**config.mk**
```make
export PLATFORM = sky130hd
export DESIGN_NAME = seq_detect_skip
export DESIGN_NICKNAME = d
export VERILOG_FILES = /design/src/rtl/seq_detect_skip.sv
export SDC_FILE = /design/constraint.sdc
export NUM_CORES = 1
export LEC_CHECK = 0
export BUFFER_PORTS_ARGS = -buffer_cell sky130_fd_sc_hd__clkbuf_2
export CAP_MARGIN = 20
export CORE_MARGIN = 5
export CORE_UTILIZATION = 43
export CTS_BUF_LIST = sky130_fd_sc_hd__clkbuf_4 sky130_fd_sc_hd__clkbuf_8
export DETAILED_ROUTE_END_ITERATION = 7
export GPL_ROUTABILITY_DRIVEN = 0
export MAX_ROUTING_LAYER = met4
export PLACE_DENSITY = 0.61
export SLEW_MARGIN = 20
export SYNTH_ARGS = -nofsm -noshare
export SYNTH_HDL_FRONTEND = slang
export SYNTH_SLANG_ARGS = --single-unit
```
**constraint.sdc**
```tcl
create_clock -name clk -period 1.9 [get_ports clk]
set_input_delay 0.19 -clock clk [delete_from_list [all_inputs] [get_ports clk]]
set_output_delay 0.19 -clock clk [all_outputs]
set_load 0.02 [all_outputs]
```
**src/rtl/seq_detect_skip.sv**
```systemverilog
// Serial pattern detector: hit pulse one clock after the last pattern bit, then a SKIP_N-sample skip window.
// Hit counter saturates. Gaps in in_valid stall everything. Build with SEQDET_OVF_FLAG_EN to get the sticky ovf flag.
module seq_detect_skip #(
    parameter int               PAT_W   = 3,
    parameter logic [PAT_W-1:0] PATTERN = 3'b010,
    parameter int               SKIP_N  = 8,
    parameter int               CNT_W   = 10,
    parameter int               OVERLAP = 0
) (
    input  logic             clk,
    input  logic             rst,
    input  logic             in_valid,
    input  logic             x,
    input  logic             cnt_clr,
    output logic             hit,
    output logic             skipping,
    output logic [CNT_W-1:0] hit_count
`ifdef SEQDET_OVF_FLAG_EN
    ,
    output logic             ovf
`endif
);

    localparam int FILL_W = $clog2(PAT_W + 1);
    localparam int SK_W   = 8;

    typedef enum logic {HUNT, SKIP} state_t;

    state_t             state, state_n;
    logic [PAT_W-1:0]   shreg, shreg_n, shreg_sh;
    logic [FILL_W-1:0]  fill, fill_n, fill_inc;
    logic [SK_W-1:0]    skip_cnt, skip_n;
    logic [CNT_W-1:0]   cnt_n;
    logic               match;

    generate
        if (PAT_W == 1) begin : g_sh1
            assign shreg_sh = x;
        end else begin : g_shn
            assign shreg_sh = {shreg[PAT_W-2:0], x};
        end
    endgenerate

    assign fill_inc = (fill == FILL_W'(PAT_W)) ? fill : fill + 1'b1;
    assign skipping = (state == SKIP);

    always_comb begin
        state_n = state;
        shreg_n = shreg;
        fill_n  = fill;
        skip_n  = skip_cnt;
        match   = 1'b0;
        if (in_valid) begin
            case (state)
                HUNT: begin
                    shreg_n = shreg_sh;
                    fill_n  = fill_inc;
                    // fill gates matching so stale bits left over from a skip never complete a pattern
                    if (fill_inc == FILL_W'(PAT_W) && shreg_sh == PATTERN) begin
                        match = 1'b1;
                        if (SKIP_N > 0) begin
                            state_n = SKIP;
                            skip_n  = '0;
                            fill_n  = '0;
                        end else begin
                            fill_n = (OVERLAP != 0) ? FILL_W'(PAT_W) : '0;
                        end
                    end
                end
                SKIP: begin
                    if (skip_cnt == SK_W'(SKIP_N - 1)) begin
                        state_n = HUNT;
                        skip_n  = '0;
                        fill_n  = '0;
                    end else begin
                        skip_n = skip_cnt + 1'b1;
                    end
                end
                default: state_n = HUNT;
            endcase
        end
    end

    // A hit on the same edge as cnt_clr wins: the count restarts at 1.
    always_comb begin
        cnt_n = hit_count;
        if (match) begin
            if (cnt_clr)
                cnt_n = CNT_W'(1);
            else if (hit_count != {CNT_W{1'b1}})
                cnt_n = hit_count + 1'b1;
        end else if (cnt_clr) begin
            cnt_n = '0;
        end
    end

    always_ff @(posedge clk or posedge rst) begin
        if (rst) begin
            state     <= HUNT;
            shreg     <= '0;
            fill      <= '0;
            skip_cnt  <= '0;
            hit       <= 1'b0;
            hit_count <= '0;
        end else begin
            state     <= state_n;
            shreg     <= shreg_n;
            fill      <= fill_n;
            skip_cnt  <= skip_n;
            hit       <= match;
            hit_count <= cnt_n;
        end
    end

`ifdef SEQDET_OVF_FLAG_EN
    always_ff @(posedge clk or posedge rst) begin
        if (rst)
            ovf <= 1'b0;
        else if (cnt_clr)
            ovf <= 1'b0;
        else if (match && hit_count == {CNT_W{1'b1}})
            ovf <= 1'b1;
    end
`endif

endmodule

```
---- Yosys cells after proc, flatten, opt, wreduce, memory -nomap -nowiden ----
Cells that the tools add are included.
word-level totals
  output and inout port bits .............. 12
  input bits .............................. 5
  word-level logic and storage cells ...... 40
  bits in registers ....................... 24
cells by class
  muxes and demuxes ....................... 16
  eq/ne operators ......................... 7
  bitwise logic cells ..................... 1
  reductions and logical operators ........ 7
  add/subtract/negate cells ............... 3
operators by type and width
  kind                                                                     number
  10-bit two-way mux                                                       4
  8-bit two-way mux                                                        2
  8-bit case mux with 2 select lines                                       1
  10-bit by 1-bit adder with 10-bit output, second input constant          1
  10-bit inequality test, second input constant                            1
  8-bit by 1-bit adder with 8-bit output, second input constant            1
  8-bit by 3-bit == test with 1-bit output, second input constant          1
  2-bit AND reduction                                                      4
  2-bit two-way mux                                                        3
  2-bit == test, second input constant                                     2
  1-bit two-way mux                                                        4
  2-bit case mux with 2 select lines                                       1
  2-bit nonzero test                                                       2
  3-bit by 2-bit == test with 1-bit output, second input constant          1
  2-bit by 1-bit adder with 2-bit output, second input constant            1
  2-bit by 1-bit inequality test with 1-bit output, second input constant  1
  2-bit inequality test, second input constant                             1
  1-bit case mux with 2 select lines                                       1
  1-bit logical AND                                                        1
  1-bit NOT                                                                1

---- Depth between registers and ports, before layout ----
  depth in word-level cells ............... 9
  depth in mapped cells ................... 7
  mapped depth without buffers ............ 5

---- Least setup slack after synthesis ----
Ideal clock, no wire load.
  path type ............................... register -> register
  from .................................... reg hit_count[0]
  to ...................................... reg hit_count[1]
  required time ........................... 1822 ps
  buffers on the path ..................... 1
  stages on the path, launching flop included .. 7
  arrival ................................. 1626 ps
  setup slack ............................. 196 ps
  period minus slack after synthesis ...... 1704 ps
  setup time .............................. 78 ps
  path through ............................ dfrtp_1 ha_1 nand4_1 nor3_1 clkbuf_1 o21ai_0 a21oi_1
on the way
  word-level cells in the longest chain between the ends .. 4
  elaborated cells between the ends (all ways) .. 7
  those cells by class .................... add/sub (1); eq/ne (1); mux (3); reduce/logical (2)
RTL lines
  item                                      RTL line  RTL
  from (decl)                               17        output logic [CNT_W-1:0] hit_count
  from (signal assigned)                    111       hit_count <= cnt_n;
  10-bit by 1-bit adder with 10-bit output  91        cnt_n = hit_count + 1'b1;
  10-bit two-way mux                        90        else if (hit_count != {CNT_W{1'b1}})
  10-bit two-way mux                        88        if (cnt_clr)
  10-bit two-way mux                        87        if (match) begin
Parallel ways exist; a longest one is shown, timed or not. The select of a mux whose other input is x is not followed.
A chain may end at the register's enable or synchronous reset.

---- Worst setup path in the final report ----
  from .................................... reg skip_cnt[3]
  to ...................................... reg skip_cnt[0]
on the way
  word-level cells in the longest chain between the ends .. 3
RTL lines
  item                                      RTL line  RTL
  from (decl)                               32        logic [SK_W-1:0] skip_cnt, skip_n;
  from (signal assigned)                    109       skip_cnt <= skip_n;
  8-bit by 3-bit == test with 1-bit output  71        if (skip_cnt == SK_W'(SKIP_N - 1)) begin
  8-bit two-way mux                         71
  8-bit case mux with 2 select lines        54        case (state)
Every way passes these cells.

==> flow_metrics.py <==
metrics = {
    "cts": {
        "cts_sinks": 24,
        "htree_levels": 1,
        "clock_path_buffers": 2,
        "insertion_delay_ps": 330,
        "post-cts-setup-buffers": 0,
        "cts_tree": "yes",
        "root_buffer": "clkbuf_4",
        "numCtsBuffers": 3,
        "path_clk_slew_ps": 150,
    },
    "final_layout": {
        "layout_common_cells": "dfrtp_1 (24), clkbuf_2 (16), nand2_1 (9), a21oi_1 (9)",
        "n_antenna_cell": 0,
        "fillers": 258,
        "syn_to_final_growth_pct": 16.5,
        "fin_area_sq_um": 1480,
        "final_common_cell": "dfrtp_1",
        "final_util_pct": 52.9,
        "fin_nets": 158,
        "drive_above_1_share_pct": 23.3,
        "regArea_sq_um": 601,
        "multi_input_area_sq_um": 633,
    },
    "placement": {
        "hpwl_um": 1960,
        "post_dp_cell_area_sq_um": 1420,
        "port_buffers": 16,
        "pre_cts_ws_ps": 137,
    },
    "sta": {
        "grt_setup_unrepaired": "no",
        "finalCriticalPeriod_ps": 1770,
        "setup-violations-final": 0,
        "max_clock_freq_mhz": 566,
        "slew_violations": 0,
        "final.setup.worst_slack_ps": 133,
        "fin_setup_tns_ps": 0,
        "hold_viol_final": 0,
        "slew_headroom_pct": 78.4,
        "worstMarginPinSlew_ps": 320,
        "fin_skew_ps": 14.1,
        "fin_crit_sh_pct": 93.0,
    },
    "power": {
        "pwr-share-clk_pct": 30.2,
        "internal_power_mw": 0.898,
        "p_sw_mw": 0.358,
        "combinationalPowerShare_pct": 15.7,
        "p_seq_share_pct": 54.1,
        "p_leak_nw": 0.702,
        "power.density_nw_per_um2": 847,
        "ir_drop_uv": 730,
        "p_sw_share_pct": 28.5,
    },
    "floorplanning": {
        "start_util_pct": 45.4,
        "fp.dieH_um": 64.4,
        "io_pins": 17,
        "core.rowCount": 19,
        "die_w_um": 64.4,
        "die-area_sq_um": 4150,
        "core_area_sq_um": 2810,
    },
    "drt": {
        "routedWlPerCell_um": 15.2,
        "drc": 0,
        "vias_per_cell": 6.02,
        "drt-initial-drc-count": 54,
        "totalWireLength_um": 2750,
        "ant_nets": 0,
        "dr.pass1.iters": 4,
        "vias": 1090,
    },
    "synth": {
        "yosys.area_share.simple_pct": 24.0,
        "synth_top_area_share_pct": 47.2,
        "synth_xor_area_share_pct": 2.06,
        "avgSynthCellArea_sq_um": 10.0,
        "synth-adder-area-share_pct": 1.97,
        "synth_top_family_by_area": "simple AND/OR/NAND/NOR gates",
        "yosysTopAreaCell": "dfrtp_1",
        "synth_compound_area_share_pct": 15.7,
        "ys_ff_latch": 24,
        "synthCells": 127,
        "synth_cell_types": 39,
        "synth_area_leaders": "dfrtp_1 (47%), a21oi_1 (3.5%), mux2_2 (3.5%)",
        "syn_area_sq_um": 1270,
        "yosys_warnings": 0,
        "ys.flop_type": "dfrtp_1",
        "yosysSeqAreaShare_pct": 47.2,
        "syn_nets": 134,
        "synthArstFlopShare_pct": 100,
        "synth_mux_area_share_pct": 6.00,
        "synth_edf_count": 0,
    },
    "global_routing": {
        "grt_max_degree": 25,
        "grt_pass1_vias": 1095,
        "grt_pass1_wl_um": 4790,
        "antenna_found_initial": 0,
        "track_usage_pct": 14.8,
        "grt-ovfl-total": 0,
    },
    "critical_path": {
        "critPathLaunchType": "flop",
        "criticalPathCategory": "flop to flop",
        "cp.arrival_ps": 2000,
        "required_ps": 2130,
        "end_kind": "flop",
        "crit_fanout": 6,
    },
    "hold_path": {
        "hold_path_class": "input port to flop",
    },
    "job": {
        "maxCapViolCount": 0,
    },
    "outcome": {
        "outcome": "finished, final reports clean",
    },
}
final timing paths:
kind	cells past startpoint	end	start	slack [ps]
min in group asynchronous	4	hit_count[6]	rst	410
worst min-delay path	2	shreg[0]	x	120
worst max register to register	4	skip_cnt[0]	skip_cnt[3]	130
worst min register to register	1	shreg[1]	shreg[1]	530
max in group asynchronous	4	skipping	rst	1240
worst max-delay path	4	skip_cnt[0]	skip_cnt[3]	130
per-stage QoR:
| stage | hold WS, ps | power (mW) | instances |
|---|---|---|---|
| after floorplan | 205 | 0.820 | 127 |
| after global placement | 233 | 0.869 | 176 |
| after detailed placement | 236 | 0.884 | 176 |
| after CTS | 112 | 1.27 | 181 |
| after global routing | 111 | 1.34 | 181 |
| final | 120 | 1.26 | 181 |
power by group through the flow:
stage / Clock [mW] / Combinational (mW) / Sequential (mW)
5_1_grt: 0.416 / 0.226 / 0.694
3_3_place_gp: 0 / 0.188 / 0.681
4_1_cts: 0.388 / 0.201 / 0.677
6_report: 0.380 / 0.197 / 0.680
3_5_place_dp: 0 / 0.198 / 0.686
2_1_floorplan: 0 / 0.157 / 0.663
metal layers:
metal  global-route usage [%]  share of wire [%]  up-vias
met2                     24.5                 51       29
li1                         -                  -      517
met5                        -                  0        -
met1                     16.5                 43      542
met3                     5.08                5.5        2
met4                     5.54               0.51        0
critical path, stage by stage (launching register included):
cell	delay (ps)
dfrtp_1	470
or4_4	570
o31ai_4	310
nor2_2	70
mux2_2	270
timing repair:
action | 4_1_cts | 5_1_grt
hold endpoints to repair | 24 | 0
hold buffers | 1 | 0
gates resized for setup | 0 | 0
Yosys cell counts, types with 2 or more instances:
cell type,instances
a21oi_1,9
a22o_1,2
and2b_1,2
and3_1,4
and4_1,2
clkbuf_1,3
dfrtp_1,24
ha_1,2
inv_1,4
mux2_2,4
mux2i_1,2
nand2_1,9
nand3_1,8
nand3b_1,2
nand4_1,2
nor2_1,8
nor2b_1,2
nor4_1,2
o2111ai_1,2
o21ai_0,7
o31ai_1,4
or3_1,4
xor2_1,3
layout make-up:
cell class,count,area share [%]
Multi-Input combinational cell,94,42.7
Inverter,4,1.01
Clock inverter,1,2.03
Clock buffer,3,1.52
Timing Repair Buffer,24,9.62
Tap cell,31,2.62
Sequential cell,24,40.5
kinds of logic (layout without fill, tap and decap cells):
group	Yosys count	in the layout
muxes	7	7
AOI/OAI and AO/OA	29	29
buffers and inverters	9	32
xor gates and xnor gates	3	3
DFF	24	24
adders and majority gates	2	2
and+or+nand+nor	53	53
registers in the layout (all words and copies together) (netlist names):
signal,count
skipping,1
hit_count,10
shreg,2
hit,1
fill,2
skip_cnt,8
Power figures use the tool's default switching activity.
